**src/rtl/risc8_pkg.sv**
```systemverilog
// Shared risc8 types: stack command opcodes and the stack engine FSM states.
package risc8_pkg;

  typedef enum logic [1:0] {
    OP_PUSH = 2'd0,
    OP_POP  = 2'd1,
    OP_CALL = 2'd2,
    OP_RET  = 2'd3
  } stack_op_e;

  typedef enum logic [1:0] {
    IDLE = 2'd0,
    WR   = 2'd1,
    RD   = 2'd2,
    RESP = 2'd3
  } stack_state_e;

  function automatic logic is_push_op(input stack_op_e op);
    return (op == OP_PUSH) || (op == OP_CALL);
  endfunction

  function automatic logic is_multi_op(input stack_op_e op);
    return (op == OP_CALL) || (op == OP_RET);
  endfunction

endpackage

```
**src/rtl/stack_beat_ctr.sv**
```systemverilog
// Loadable down-counter with zero flag; sequences the beats of multi-byte transfers.
module stack_beat_ctr
  import risc8_pkg::*;
#(
  parameter int W = 2
) (
  input  logic         clk,
  input  logic         rst,
  input  logic         load,
  input  logic [W-1:0] load_val,
  input  logic         dec,
  output logic [W-1:0] count,
  output logic         zero
);

  logic [W-1:0] count_r;

  // Beat count register: load wins over decrement.
  always_ff @(posedge clk) begin
    if (rst) begin
      count_r <= {W{1'b0}};
    end else if (load) begin
      count_r <= load_val;
    end else if (dec) begin
      count_r <= count_r - W'(1);
    end else begin
      count_r <= count_r;
    end
  end

  assign count = count_r;
  assign zero  = (count_r == {W{1'b0}});

endmodule

```
**src/rtl/stack_engine.sv**
```systemverilog
// Stack controller: owns SP/depth and sequences PUSH/POP/CALL/RET as byte beats.
// Optional overflow/underflow refusal when STACK_GUARD_EN is defined.
module stack_engine
  import risc8_pkg::*;
#(
  parameter int                     WORD    = 8,
  parameter int                     PC_W    = 16,
  parameter int                     SP_W    = 16,
  parameter int                     ADDR_W  = 24,
  parameter logic [ADDR_W-SP_W-1:0] BASE    = 8'hFF,
  parameter logic [SP_W-1:0]        SP_INIT = {SP_W{1'b1}},
  parameter int                     DEPTH   = 256
) (
  input  logic                         clk,
  input  logic                         rst,
  input  logic                         cmd_valid,
  output logic                         cmd_ready,
  input  stack_op_e                    cmd_op,
  input  logic [PC_W-1:0]              cmd_data,
  output logic                         rsp_valid,
  output logic [PC_W-1:0]              rsp_data,
  output logic                         mem_req,
  output logic                         mem_we,
  output logic [ADDR_W-1:0]            mem_addr,
  output logic [WORD-1:0]              mem_wdata,
  input  logic [WORD-1:0]              mem_rdata,
  input  logic                         mem_ack,
  output logic [SP_W-1:0]              sp,
  output logic [$clog2(DEPTH+1)-1:0]   depth,
  output logic                         fault
);

  localparam int              PC_BYTES  = PC_W / WORD;
  localparam int              DW        = $clog2(DEPTH + 1);
  localparam int              CW        = $clog2(PC_BYTES + 1);
  localparam logic [DW-1:0]   DEPTH_MAX = DW'(DEPTH);

  stack_state_e      state_r;
  logic [SP_W-1:0]   sp_r;
  logic [DW-1:0]     depth_r;
  logic [PC_W-1:0]   data_r;
  logic [CW-1:0]     beats_r;
  logic              cmd_ready_r;
  logic              rsp_valid_r;
  logic [PC_W-1:0]   rsp_data_r;
  logic              mem_req_r;
  logic              mem_we_r;
  logic [ADDR_W-1:0] mem_addr_r;
  logic [WORD-1:0]   mem_wdata_r;
  logic              fault_r;

  logic              accept_s;
  logic              push_type_s;
  logic [CW-1:0]     beats_s;
  logic              refuse_s;
  logic              ack_s;
  logic [CW-1:0]     cnt_s;
  logic              cnt_zero_s;
  logic [CW-1:0]     rd_slot_s;
  logic [PC_W-1:0]   assembled_s;

  function automatic logic [WORD-1:0] sel_byte(input logic [PC_W-1:0] d, input logic [CW-1:0] idx);
    logic [WORD-1:0] b;
    b = {WORD{1'b0}};
    for (int i = 0; i < PC_BYTES; i++) begin
      if (CW'(i) == idx) begin
        b = d[i*WORD +: WORD];
      end
    end
    return b;
  endfunction

  assign accept_s    = cmd_valid && cmd_ready_r;
  assign push_type_s = is_push_op(cmd_op);
  assign beats_s     = is_multi_op(cmd_op) ? CW'(PC_BYTES) : CW'(1);
  // Acks are only meaningful while a beat is outstanding; orphan acks fall through.
  assign ack_s       = mem_ack && mem_req_r;
  // Reads fill low byte first while the counter runs down.
  assign rd_slot_s   = beats_r - CW'(1) - cnt_s;

  // Admission check against the configured stack capacity.
  always_comb begin
    refuse_s = 1'b0;
`ifdef STACK_GUARD_EN
    if (push_type_s) begin
      refuse_s = (int'(depth_r) + int'(beats_s)) > DEPTH;
    end else begin
      refuse_s = int'(depth_r) < int'(beats_s);
    end
`endif
  end

  // Popped value with the byte arriving this cycle merged into its slot.
  always_comb begin
    assembled_s = data_r;
    for (int i = 0; i < PC_BYTES; i++) begin
      if (CW'(i) == rd_slot_s) begin
        assembled_s[i*WORD +: WORD] = mem_rdata;
      end else begin
        assembled_s[i*WORD +: WORD] = data_r[i*WORD +: WORD];
      end
    end
  end

  stack_beat_ctr #(.W(CW)) u_beat_ctr (
    .clk      (clk),
    .rst      (rst),
    .load     (accept_s),
    .load_val (beats_s - CW'(1)),
    .dec      (ack_s && !cnt_zero_s),
    .count    (cnt_s),
    .zero     (cnt_zero_s)
  );

  // Command FSM with SP/depth bookkeeping and registered memory/response outputs.
  always_ff @(posedge clk) begin
    if (rst) begin
      state_r     <= IDLE;
      sp_r        <= SP_INIT;
      depth_r     <= {DW{1'b0}};
      data_r      <= {PC_W{1'b0}};
      beats_r     <= {CW{1'b0}};
      cmd_ready_r <= 1'b1;
      rsp_valid_r <= 1'b0;
      rsp_data_r  <= {PC_W{1'b0}};
      mem_req_r   <= 1'b0;
      mem_we_r    <= 1'b0;
      mem_addr_r  <= {ADDR_W{1'b0}};
      mem_wdata_r <= {WORD{1'b0}};
      fault_r     <= 1'b0;
    end else begin
      rsp_valid_r <= 1'b0;
      fault_r     <= 1'b0;
      case (state_r)
        IDLE: begin
          if (accept_s) begin
            cmd_ready_r <= 1'b0;
            beats_r     <= beats_s;
            if (refuse_s) begin
              state_r     <= RESP;
              rsp_valid_r <= 1'b1;
              rsp_data_r  <= {PC_W{1'b0}};
              fault_r     <= 1'b1;
            end else if (push_type_s) begin
              state_r     <= WR;
              data_r      <= cmd_data;
              mem_req_r   <= 1'b1;
              mem_we_r    <= 1'b1;
              mem_addr_r  <= {BASE, sp_r};
              mem_wdata_r <= sel_byte(cmd_data, beats_s - CW'(1));
            end else begin
              state_r     <= RD;
              data_r      <= {PC_W{1'b0}};
              sp_r        <= sp_r + SP_W'(1);
              mem_req_r   <= 1'b1;
              mem_we_r    <= 1'b0;
              mem_addr_r  <= {BASE, sp_r + SP_W'(1)};
            end
          end
        end
        WR: begin
          if (ack_s) begin
            sp_r <= sp_r - SP_W'(1);
            if (depth_r != DEPTH_MAX) begin
              depth_r <= depth_r + DW'(1);
            end
            if (cnt_zero_s) begin
              state_r     <= RESP;
              rsp_valid_r <= 1'b1;
              rsp_data_r  <= {PC_W{1'b0}};
              mem_req_r   <= 1'b0;
              mem_we_r    <= 1'b0;
              mem_addr_r  <= {ADDR_W{1'b0}};
              mem_wdata_r <= {WORD{1'b0}};
            end else begin
              mem_addr_r  <= {BASE, sp_r - SP_W'(1)};
              mem_wdata_r <= sel_byte(data_r, cnt_s - CW'(1));
            end
          end
        end
        RD: begin
          if (ack_s) begin
            data_r <= assembled_s;
            if (depth_r != {DW{1'b0}}) begin
              depth_r <= depth_r - DW'(1);
            end
            if (cnt_zero_s) begin
              state_r     <= RESP;
              rsp_valid_r <= 1'b1;
              rsp_data_r  <= assembled_s;
              mem_req_r   <= 1'b0;
              mem_addr_r  <= {ADDR_W{1'b0}};
            end else begin
              sp_r       <= sp_r + SP_W'(1);
              mem_addr_r <= {BASE, sp_r + SP_W'(1)};
            end
          end
        end
        RESP: begin
          state_r     <= IDLE;
          cmd_ready_r <= 1'b1;
          rsp_data_r  <= {PC_W{1'b0}};
        end
        default: begin
          state_r     <= IDLE;
          cmd_ready_r <= 1'b1;
          mem_req_r   <= 1'b0;
        end
      endcase
    end
  end

  assign cmd_ready = cmd_ready_r;
  assign rsp_valid = rsp_valid_r;
  assign rsp_data  = rsp_data_r;
  assign mem_req   = mem_req_r;
  assign mem_we    = mem_we_r;
  assign mem_addr  = mem_addr_r;
  assign mem_wdata = mem_wdata_r;
  assign sp        = sp_r;
  assign depth     = depth_r;
  assign fault     = fault_r;

endmodule

```
**config.mk**
```make
export PLATFORM = sky130hd
export DESIGN_NAME = stack_engine
export DESIGN_NICKNAME = d
export VERILOG_FILES = /design/src/rtl/risc8_pkg.sv /design/src/rtl/stack_beat_ctr.sv /design/src/rtl/stack_engine.sv
export SDC_FILE = /design/constraint.sdc
export NUM_CORES = 1
export LEC_CHECK = 0
export ABC_AREA = 1
export CAP_MARGIN = 25
export CORE_ASPECT_RATIO = 0.75
export CORE_MARGIN = 1
export CORE_UTILIZATION = 45
export CTS_CLUSTER_DIAMETER = 60
export DETAILED_ROUTE_END_ITERATION = 12
export GPL_ROUTABILITY_DRIVEN = 0
export PLACE_DENSITY = 0.7
export SYNTH_ARGS = -nofsm -noshare
export SYNTH_HDL_FRONTEND = slang
export SYNTH_SLANG_ARGS = --single-unit
```
**constraint.sdc**
```tcl
create_clock -name clk -period 5.4 [get_ports clk]
set_input_delay 1.08 -clock clk [delete_from_list [all_inputs] [get_ports clk]]
set_output_delay 1.08 -clock clk [all_outputs]
set_load 0.01 [all_outputs]
```
# Word-level counts from Yosys, hierarchy flattened
# Index checks and enable logic that the tools add are counted.
[op_classes]
addsub = 8
eq_ne = 21
mux = 56
bitwise = 3
reduce_logical = 33
[op_table]
columns = ["operator", "count"]
rows = [
  ["two-way mux 16 bit", 13],
  ["two-way mux 24 bit", 5],
  ["case mux 16 bit (3 select lines)", 2],
  ["two-way mux 8 bit", 10],
  ["case mux 24 bit (3 select lines)", 1],
  ["two-way mux 9 bit", 4],
  ["case mux 16 bit (2 select lines)", 1],
  ["inequality test 2 bit, second input constant", 10],
  ["case mux 9 bit (2 select lines)", 1],
  ["adder 16 x 1 -> 16 bit, second input constant", 1],
  ["case mux 8 bit (2 select lines)", 1],
  ["AND reduction 4 bit", 4],
  ["subtractor 16 x 1 -> 16 bit, second input constant", 1],
  ["two-way mux 2 bit", 7],
  ["zero test 2 bit", 6],
  ["nonzero test 2 bit", 6],
  ["AND reduction 5 bit", 2],
  ["adder 9 x 1 -> 9 bit, second input constant", 1],
  ["inequality test 9 bit, second input constant", 1],
  ["nonzero test 9 bit", 1],
  ["subtractor 9 x 1 -> 9 bit, second input constant", 1],
  ["== test 2 bit, second input constant", 4],
  ["two-way mux 1 bit", 7],
  ["== test 1 x 2 -> 1 bit, first input constant", 3],
  ["16 further kinds", 28],
]
[word_totals]
ff_bits = 99
output_inout_bits = 78
word_cells = 134

# Longest topological paths before layout
# Gate-level depths: netlist of the first run.
[depth]
depth_word = 10
depth_mapped = 12
mapped_depth_nobuf = 11

# Hierarchy
# A second synthesis of the first run with hierarchy kept.
[unflattened]
cells_unflattened = 909
hier_area_um2 = 5789.3
[by_module_without_submodules]
columns = ["module", "n_inst", "cells_each", "area_per_inst_um2", "seq_area_each_um2"]
rows = [
  ["stack_engine", 1, 889, 5665.4, 1801.7],
  ["stack_beat_ctr", 1, 20, 123.9, 40.0],
]

# Least setup slack after synthesis of the first run
# Ideal clock, no wire load.
[synth_path]
path_kind = "input to register"
start = "input mem_ack"
end = "register mem_addr_r[11] (netlist: mem_addr[11])"
setup_time_ns = 0.117
arrival_time_ns = 2.016
required_time_ns = 5.283
path_slack_ns = 3.267
path_stages = 10
n_path_buf = 1
cell_sequence = "nand2_1 inv_2 nor2_4 nor2_2 nand2_2 buf_6 a21oi_1 o21ai_0 a21oi_1 nor2_1"
[synth_via]
elab_chain_cells = 3
[synth_rtl]
columns = ["item", "line_no", "rtl"]
rows = [
  ["start, declared", "stack_engine.sv:27", "input logic mem_ack,"],
  ["logical AND 1 bit (*)", "stack_engine.sv:77", "assign ack_s = mem_ack && mem_req_r;"],
  ["inequality test 2 bit (no line)", "n/a", ""],
  ["AND reduction 4 bit (no line) (*)", "n/a", ""],
  ["end signal, assigned", "stack_engine.sv:128", "mem_addr_r <= {ADDR_W{1'b0}};"],
  ["end signal, assigned", "stack_engine.sv:149", "mem_addr_r <= {BASE, sp_r};"],
  ["end signal, assigned", "stack_engine.sv:157", "mem_addr_r <= {BASE, sp_r + SP_W'(1)};"],
  ["end, declared", "stack_engine.sv:48", "logic [ADDR_W-1:0] mem_addr_r;"],
]
# Mark *: on every way between the ends. The rest lies on a longest branch, timed or not.
# A chain may end at the register's enable or synchronous reset.

# Worst setup path after layout of the first run
[layout_path]
start = "input mem_ack"
end = "register mem_addr_r[14] (netlist: mem_addr[14])"
# The elaborated chain is that of the path after synthesis.

==> results of run 1 <==
layout make-up:
cell class,count,area [sq um]
clock buffers,10,229
clock inverters,6,63.8
fillers,1215,5350
inverters,85,319
multi-input cells,652,3370
flip-flops and latches,92,1840
well taps,166,208
repair buffers,109,1100
cell families after synthesis:
family          synth area share (%)
other cells                   0.0642
flops                           31.5
simple gates                    26.6
buf+inv                         10.7
fa+ha+maj                       3.98
compound gates                  24.6
xor+xnor                        2.55
stage by stage:
step	setup slack (ns)	hold slack, ns	power, mW
final	2.46	0.473	4.92
after global routing	2.26	0.499	5.32
after CTS	2.51	0.471	4.87
after detailed placement	2.16	0.459	4.20
after global placement	1.89	0.457	4.18
after floorplan	3.27	0.465	3.32
per-layer routing:
layer,vias up,track usage [%],wire length [um]
met5,-,0,0
met4,0,5.77,140
met3,13,4.93,1800
met2,321,37.3,7020
met1,2790,41.8,8790
li1,3087,-,-
critical path, cell delays in order:
cell	delay, ns
clkdlybuf4s50_1	0.46
nand2_1	0.11
inv_2	0.14
nor2_4	0.06
nor2_2	0.16
nand2_2	0.24
inv_1	0.62
o21ai_0	0.19
a21oi_1	0.16
registers in the layout, summed over array words and instances (netlist names), 2 cells and up:
| signal | cells |
|---|---|
| sp | 16 |
| rsp_data | 16 |
| mem_addr | 17 |
| data_r | 16 |
| beats_r | 2 |
| depth | 9 |
| state_r | 2 |
| u_beat_ctr.count | 2 |
| mem_wdata | 8 |
power by group through the flow:
stage | Sequential [mW] | Combinational (mW) | Clock, mW
detailed placement | 1.27 | 2.93 | 0
finish | 1.27 | 3.00 | 0.647
global route | 1.30 | 3.34 | 0.679
global placement | 1.28 | 2.90 | 0
floorplan | 1.23 | 2.09 | 0
CTS | 1.26 | 2.95 | 0.653
how the worst max path moves through the flow:
stage,start,end,depth (start not counted)
5_1_grt,mem_ack,mem_addr[8],9
2_1_floorplan,mem_ack,mem_addr[11],10
6_report,mem_ack,mem_addr[14],9
3_3_place_gp,rst,state_r[1],4
3_5_place_dp,mem_ack,mem_addr[14],9
4_1_cts,mem_ack,mem_addr[14],9
layout by cell type, fill, tap and decap left out, types with 13 or more instances in the layout:
cell type        synthesis  routed
a21oi_1                111     111
clkdlybuf4s50_1          0     106
dfxtp_1                 92      92
ha_1                    17      17
inv_1                   75      75
nand2_1                197     197
nand3_1                 61      61
nor2_1                  65      65
o211ai_1                29      29
o21ai_0                 80      80
o21ai_1                 13      13
==> impl_metrics.tcl, run 1 <==
set metrics [dict create \
    critPathLaunchType "input pin" \
    worstRegToRegCells 9 \
    synth.distinct_cells 43 \
    synth_top_flop_cell "dfxtp_1" \
    synth_edf_count 0 \
    clockBufferDepth 2 \
    drv_slew 0 \
    fin_cells 1120 \
    maxSlewHeadroom_pct 38.2 \
    ys_async_sr_fraction_pct 0 \
    yosysMostFrequentCell "nand2_1" \
    grt_usage_pct 26.8 \
    timing.setup.tns_ns 0 \
    num-nets-final 997 \
    finalClockSkew_ns 0.00749 \
    maxCapViolations 0 \
    p_int_mw 2.45 \
    ys_seq_area_share_pct 31.5 \
    placed_cell_area_sq_um 6830 \
    cts_root_buf "clkbuf_16" \
    start_util_pct 46.8 \
    drt_wl_total_um 17800 \
    cts_tree "built" \
    grt_max_degree 53 \
    period_minus_slack_ns 2.94 \
    status "finished, final reports clean" \
    final_util_pct 57.1 \
    drtAntennaViolNets 0 \
    clkPwrFrac_pct 13.2 \
    r2r_start "state_r[0]" \
    path_clk_slew_ns 0.07 \
    setup_violations 0 \
    yosys_warnings 0 \
    min_from "mem_wdata[6]" \
    hold_viol_final 0 \
    worstPathArrival_ns 3.22 \
    power_frac_comb_pct 61.0 \
    grt_pass1_wl_um 28300 \
    grt_pass1_vias 5418 \
    cts_setup_buffers 0 \
    die_h_um 101 \
    synth_nets 931 \
    irDropWorstVdd_v 0.000477 \
    io_pins 108 \
    ys_ff_latch 92 \
    grt-ovfl-total 0 \
    leakage_nw 3.12 \
    dieArea_sq_um 13400 \
    vias 6211 \
    worstSetupPathType "in -> reg" \
    cts_resized 0 \
    design_area_sq_um 7130 \
    crit_fanout 21 \
    hold_buffers 0 \
    vias_per_cell 5.55 \
    p_sw_mw 2.47 \
    antenna_found_initial 0 \
    hold_path_depth 2 \
    drcViolationCount 0 \
    placed_cells 1103 \
    worstHoldEndpoint "mem_wdata[6]" \
    r2r_end "mem_addr[10]" \
    r2r_slack_ns 2.52 \
    rsz0062_at_grt "no" \
    p_sw_share_pct 50.2 \
    finalCritPeriodShare_pct 54.5 \
    wl_per_cell_um 15.9 \
    endpoint_kind "flip-flop" \
    syn2layout_area_growth_pct 22.1 \
    clkLatencyLatePin_ns 0.35 \
    drive_above_1_share_pct 5.77 \
    cts_buffers 9 \
    yosys.area.top_type_share_pct 31.5 \
    n_antenna_cell 0 \
    rows 35 \
    die_x_um 134 \
    hold_class "reg -> reg" \
    p_seq_share_pct 25.8 \
    synthCells 883 \
    synth.top_cells.by_count "nand2_1, a21oi_1, dfxtp_1, o21ai_0, inv_1" \
    syn_area_sq_um 5840 \
    cp.required_ns 5.68 \
    core_sq_um 12500 \
    p_per_area_nw_per_um2 690 \
    io_buffers 106 \
    max_freq_ghz 0.340 \
    yosysTopAreaCell "dfxtp_1" \
    tightestPinTransition_ns 0.924 \
    firstDrtPassIters 5 \
    cts_sinks 92 \
    synth_area_leaders "dfxtp_1, nand2_1, a21oi_1" \
    post-dp-hpwl_um 12200 \
    avgSynthCellArea_sq_um 6.61 \
    htreeDepth 3 \
    drt-initial-drc-count 578 \
]
Power figures use the tool's default switching activity.
==> inputs of run 2 (changes only) <==
- clock period: 5.4 -> 2.9 ns (I/O delays scaled with it)
==> run 2 against run 1 <==
Net effect: first-iteration DRC count up 24%; cell area up 1.4%; power up 88%; die area unchanged; utilization up 0.81 points; sequential share of layout area down 0.36 points; sequential cell count unchanged; critical path type is now reg -> reg; largest power group unchanged.
==> impl_metrics.tcl, run 2 (synthesis results as in run 1) <==
set metrics [dict create \
    status "finished, final reports clean" \
    crit_top_cell "nand2_1" \
    cts_root_buf "clkbuf_16" \
    power_mw 9.24 \
    irDropWorstVdd_v 0.000830 \
    cp.required_ns 3.13 \
    n_antenna_cell 0 \
    hold_class "reg -> reg" \
    leakage_nw 3.18 \
    syn2layout_area_growth_pct 23.8 \
    cp.buffers_inverters 2 \
    rows 35 \
    hold_buffers 0 \
    design_area_sq_um 7230 \
    drt-initial-drc-count 715 \
    grt_usage_pct 27.3 \
    cts_resized 0 \
    worstPathArrival_ns 2.51 \
    die_x_um 134 \
    vias_per_cell 5.50 \
    fin_cells 1135 \
    cts_buffers 9 \
    maxSlewHeadroom_pct 57.0 \
    grt_pass1_vias 5445 \
    max_freq_ghz 0.438 \
    drive_above_1_share_pct 7.22 \
    htreeDepth 3 \
    placed_cell_area_sq_um 6960 \
    placed_cells 1119 \
    r2r_slack_ns 0.62 \
    clkLatencyLatePin_ns 0.35 \
    worstSetupPathType "reg -> reg" \
    die_h_um 101 \
    wl_per_cell_um 15.8 \
    largest_reg_flops 17 \
    endpoint_kind "flip-flop" \
    cts_tree "built" \
    io_buffers 106 \
    cp_slowest_stage_delay_ns 0.57 \
    maxCapViolations 0 \
    finalClockSkew_ns 0.00774 \
    grt_pass1_wl_um 28700 \
    crit_slowest_cell "ha_1" \
    grt-ovfl-total 0 \
    critPathTopFamily "adder cells" \
    drtAntennaViolNets 0 \
    core_sq_um 12500 \
    path_cells "inv_1 -> ha_1 -> ha_1 -> inv_1 -> o21ai_0 -> a21boi_0 -> nand2_1 -> nand2_1 -> nand2_1 -> nand2_1 -> a21oi_1" \
    period_minus_slack_ns 2.28 \
    cts_sinks 92 \
    final_common_cell "nand2_1" \
    start_util_pct 46.8 \
    grt_max_degree 33 \
    critPathLaunchType "flip-flop" \
    drv_slew 0 \
    dieArea_sq_um 13400 \
    crit_fanout 14 \
    timing.setup.tns_ns 0 \
    cts_setup_buffers 0 \
    antenna_found_initial 0 \
    hold_viol_final 0 \
    vias 6244 \
    firstDrtPassIters 5 \
    tightestPinTransition_ns 0.642 \
    drcViolationCount 0 \
    p_per_area_nw_per_um2 1280 \
    drt_wl_total_um 17900 \
    finalCritPeriodShare_pct 78.8 \
    clockBufferDepth 2 \
    setup_violations 0 \
    num-nets-final 1012 \
    layout_common_cells "nand2_1, a21oi_1, clkdlybuf4s50_1" \
    rsz0062_at_grt "no" \
    path_clk_slew_ns 0.07 \
    post-dp-hpwl_um 12700 \
    io_pins 108 \
]
==> run 2: cell count changes in the layout (fill, tap and decap cells not counted) <==
cell        before  now
buf_4            2   16
buf_6            0    1
bufinv_16        1    0
clkinv_2         2    0
clkinv_4         0    1
clkinvlp_4       2    3
inv_6            1    2
==> run 2: report_power, final <==
part / switching (mW) / internal, mW / total, mW / leakage, nW
Sequential: 0.563 / 1.80 / 2.36 / 0.758
Combinational: 3.52 / 2.22 / 5.75 / 2.30
Clock: 0.541 / 0.590 / 1.13 / 0.126
==> run 2: path summary, 6_finish.rpt <==
kind,end,start,depth (start not counted)
max,depth[8],state_r[0],11
min reg2reg,mem_we,mem_we,2
max reg2reg,depth[8],state_r[0],11
min,mem_we,mem_we,2
==> run 2: final cells by class <==
type / count / area (sq um)
Tap cell: 166 / 208
Clock buffer: 10 / 229
Clock inverter: 6 / 48.8
Multi-Input combinational cell: 652 / 3370
Sequential cell: 92 / 1840
Fill cell: 1230 / 5250
Timing Repair Buffer: 124 / 1210
Inverter: 85 / 319
==> run 2: stage by stage <==
stage               utilization (%)  setup slack, ns  hold WS [ns]
finish                         58.0            0.616         0.469
global placement               55.6            0.449         0.454
global route                   58.0            0.320         0.501
detailed placement             55.7            0.574         0.458
CTS                            58.0            0.608         0.468
floorplan                         -             1.02         0.465
==> run 2: metal layers <==
| layer | vias up | part of all wire (%) | track usage, % |
|---|---|---|---|
| li1 | 3114 | - | - |
| met1 | 2797 | 49 | 41.3 |
| met2 | 319 | 40 | 38.7 |
| met3 | 14 | 10 | 6.28 |
| met4 | 0 | 0.91 | 6.21 |
| met5 | - | 0 | 0 |
==> run 2: tightest hold or removal path, delay by kind of cell (launching register included) <==
| family | cells | cell delay [ns] |
|---|---|---|
| flip-flops | 1 | 0.31 |
| AND/OR/NAND/NOR | 1 | 0.06 |
| AO/OA/AOI/OAI | 1 | 0.05 |
==> inputs of run 3 (changes only) <==
- clock period: 2.9 -> 2.4 ns (I/O delays scaled with it)
==> run 3 against run 2 <==
Net effect: routed wire length fell by 0.82%; clock power increased by 19%; first-iteration DRC count decreased by 19%; die area did not move; non-clock buffer count is 5 higher; final cell count increased by 0.44%; worst hold slack improved by 0.0055 ns; via count is 0.96% lower; critical endpoint is now mem_addr[8]; register-to-register slack got worse by 0.41 ns; sequential share of layout area decreased by 0.11 points; critical path depth is 2 lower; power is 22% higher.
==> impl_metrics.tcl, run 3 (synthesis results as in run 1) <==
set metrics [dict create \
    status "finished, final reports clean" \
    wl_per_cell_um 15.6 \
    cp.required_ns 2.68 \
    clkLatencyLatePin_ns 0.35 \
    p_seq_share_pct 25.2 \
    grt_max_degree 46 \
    p_int_mw 5.65 \
    drt_wl_total_um 17800 \
    clockBufferDepth 2 \
    cts_setup_buffers 0 \
    rows 35 \
    num-nets-final 1017 \
    hold_buffers 0 \
    finalClockSkew_ns 0.00491 \
    grt_pass1_vias 5465 \
    die_h_um 101 \
    drv_slew 0 \
    drive_above_1_share_pct 7.80 \
    antenna_found_initial 0 \
    firstDrtPassIters 5 \
    final_common_cell "nand2_1" \
    tightestPinTransition_ns 0.505 \
    p_per_area_nw_per_um2 1550 \
    irDropWorstVdd_v 0.000695 \
    p_sw_mw 5.62 \
    max_freq_ghz 0.456 \
    power_frac_comb_pct 62.8 \
    cts_buffers 9 \
    cts_resized 0 \
    drcViolationCount 0 \
    drt-initial-drc-count 582 \
    drtAntennaViolNets 0 \
    n_antenna_cell 0 \
    hold_viol_final 0 \
    layout_common_cells "nand2_1, a21oi_1, clkdlybuf4s50_1" \
    post-dp-hpwl_um 12800 \
    placed_cell_area_sq_um 6990 \
    design_area_sq_um 7270 \
    timing.setup.tns_ns 0 \
    maxCapViolations 0 \
    multiInputGateArea_sq_um 3370 \
    leakage_nw 3.21 \
    dpl_worst_slack_ns 0.195 \
    period_minus_slack_ns 2.19 \
    die_x_um 134 \
    worstSetupPathType "reg -> reg" \
    cts_sinks 92 \
    clkPwrFrac_pct 12.0 \
    path_clk_slew_ns 0.07 \
    cts_root_buf "clkbuf_16" \
    p_sw_share_pct 49.8 \
    n_fill_cell 1234 \
    io_buffers 106 \
    vias_per_cell 5.42 \
    setup_slack_ns 0.208 \
    worstPathArrival_ns 2.47 \
    grt_pass1_wl_um 28800 \
    finalCritPeriodShare_pct 91.3 \
    largest_reg_flops 17 \
    maxSlewHeadroom_pct 66.3 \
    regArea_sq_um 1840 \
    cts_tree "built" \
    grt-ovfl-total 0 \
    grt_usage_pct 27.2 \
    critPathLaunchType "flip-flop" \
    crit_fanout 11 \
    hold_class "reg -> reg" \
    setup_violations 0 \
    io_pins 108 \
    htreeDepth 3 \
    start_util_pct 46.8 \
    core_sq_um 12500 \
    syn2layout_area_growth_pct 24.4 \
    dieArea_sq_um 13400 \
    endpoint_kind "flip-flop" \
    vias 6184 \
    final_util_pct 58.2 \
    rsz0062_at_grt "no" \
]
==> run 3: cell types whose count changed in the layout (fill, tap and decap cells not counted), sizes merged <==
cell      change
clkinv        +3
buf           +5
clkbuf        -1
inv           -1
clkinvlp      -1
==> run 3: worst max-delay path, stage by stage, from the launching register on <==
cell,delay (ns)
dfxtp_1,0.41
ha_1,0.44
buf_4,0.22
buf_4,0.13
nand2_2,0.12
inv_1,0.38
nand3_1,0.12
nand3_1,0.10
nand3_1,0.07
a21oi_1,0.13
==> run 3: final timing paths <==
kind | from | endpoint | slack [ns] | depth (start not counted)
setup / recovery | state_r[1] | mem_addr[8] | 0.21 | 9
hold / removal | mem_we | mem_we | 0.47 | 2
hold reg to reg | mem_we | mem_we | 0.47 | 2
setup reg to reg | state_r[1] | mem_addr[8] | 0.21 | 9
==> run 3: per-stage QoR <==
step / cells / power (mW) / hold slack, ns
floorplan: 883 / 7.47 / 0.465
global placement: 1123 / 9.74 / 0.458
detailed placement: 1124 / 9.78 / 0.462
CTS: 1140 / 11.2 / 0.473
global route: 1140 / 12.2 / 0.502
finish: 1140 / 11.3 / 0.475
==> run 3: cell type report <==
class                           instances  area share, %
Clock inverter                          7          0.706
Inverter                               85           4.39
Multi-Input combinational cell        652           46.4
Tap cell                              166           2.86
Clock buffer                            9           3.10
Timing Repair Buffer                  129           17.2
Sequential cell                        92           25.3
==> run 3: metal layers <==
layer,track usage [%],part of all wire [%]
met5,0,0
met1,42.1,50
met2,37.0,39
met4,6.38,0.94
met3,6.54,9.7
==> run 3: power by group through the flow <==
stage	Clock, mW	Combinational [mW]	Sequential, mW
after floorplan	0	4.70	2.78
after global placement	0	6.88	2.86
after detailed placement	0	6.93	2.85
after CTS	1.38	6.99	2.82
after global routing	1.44	7.80	2.93
final	1.35	7.08	2.84
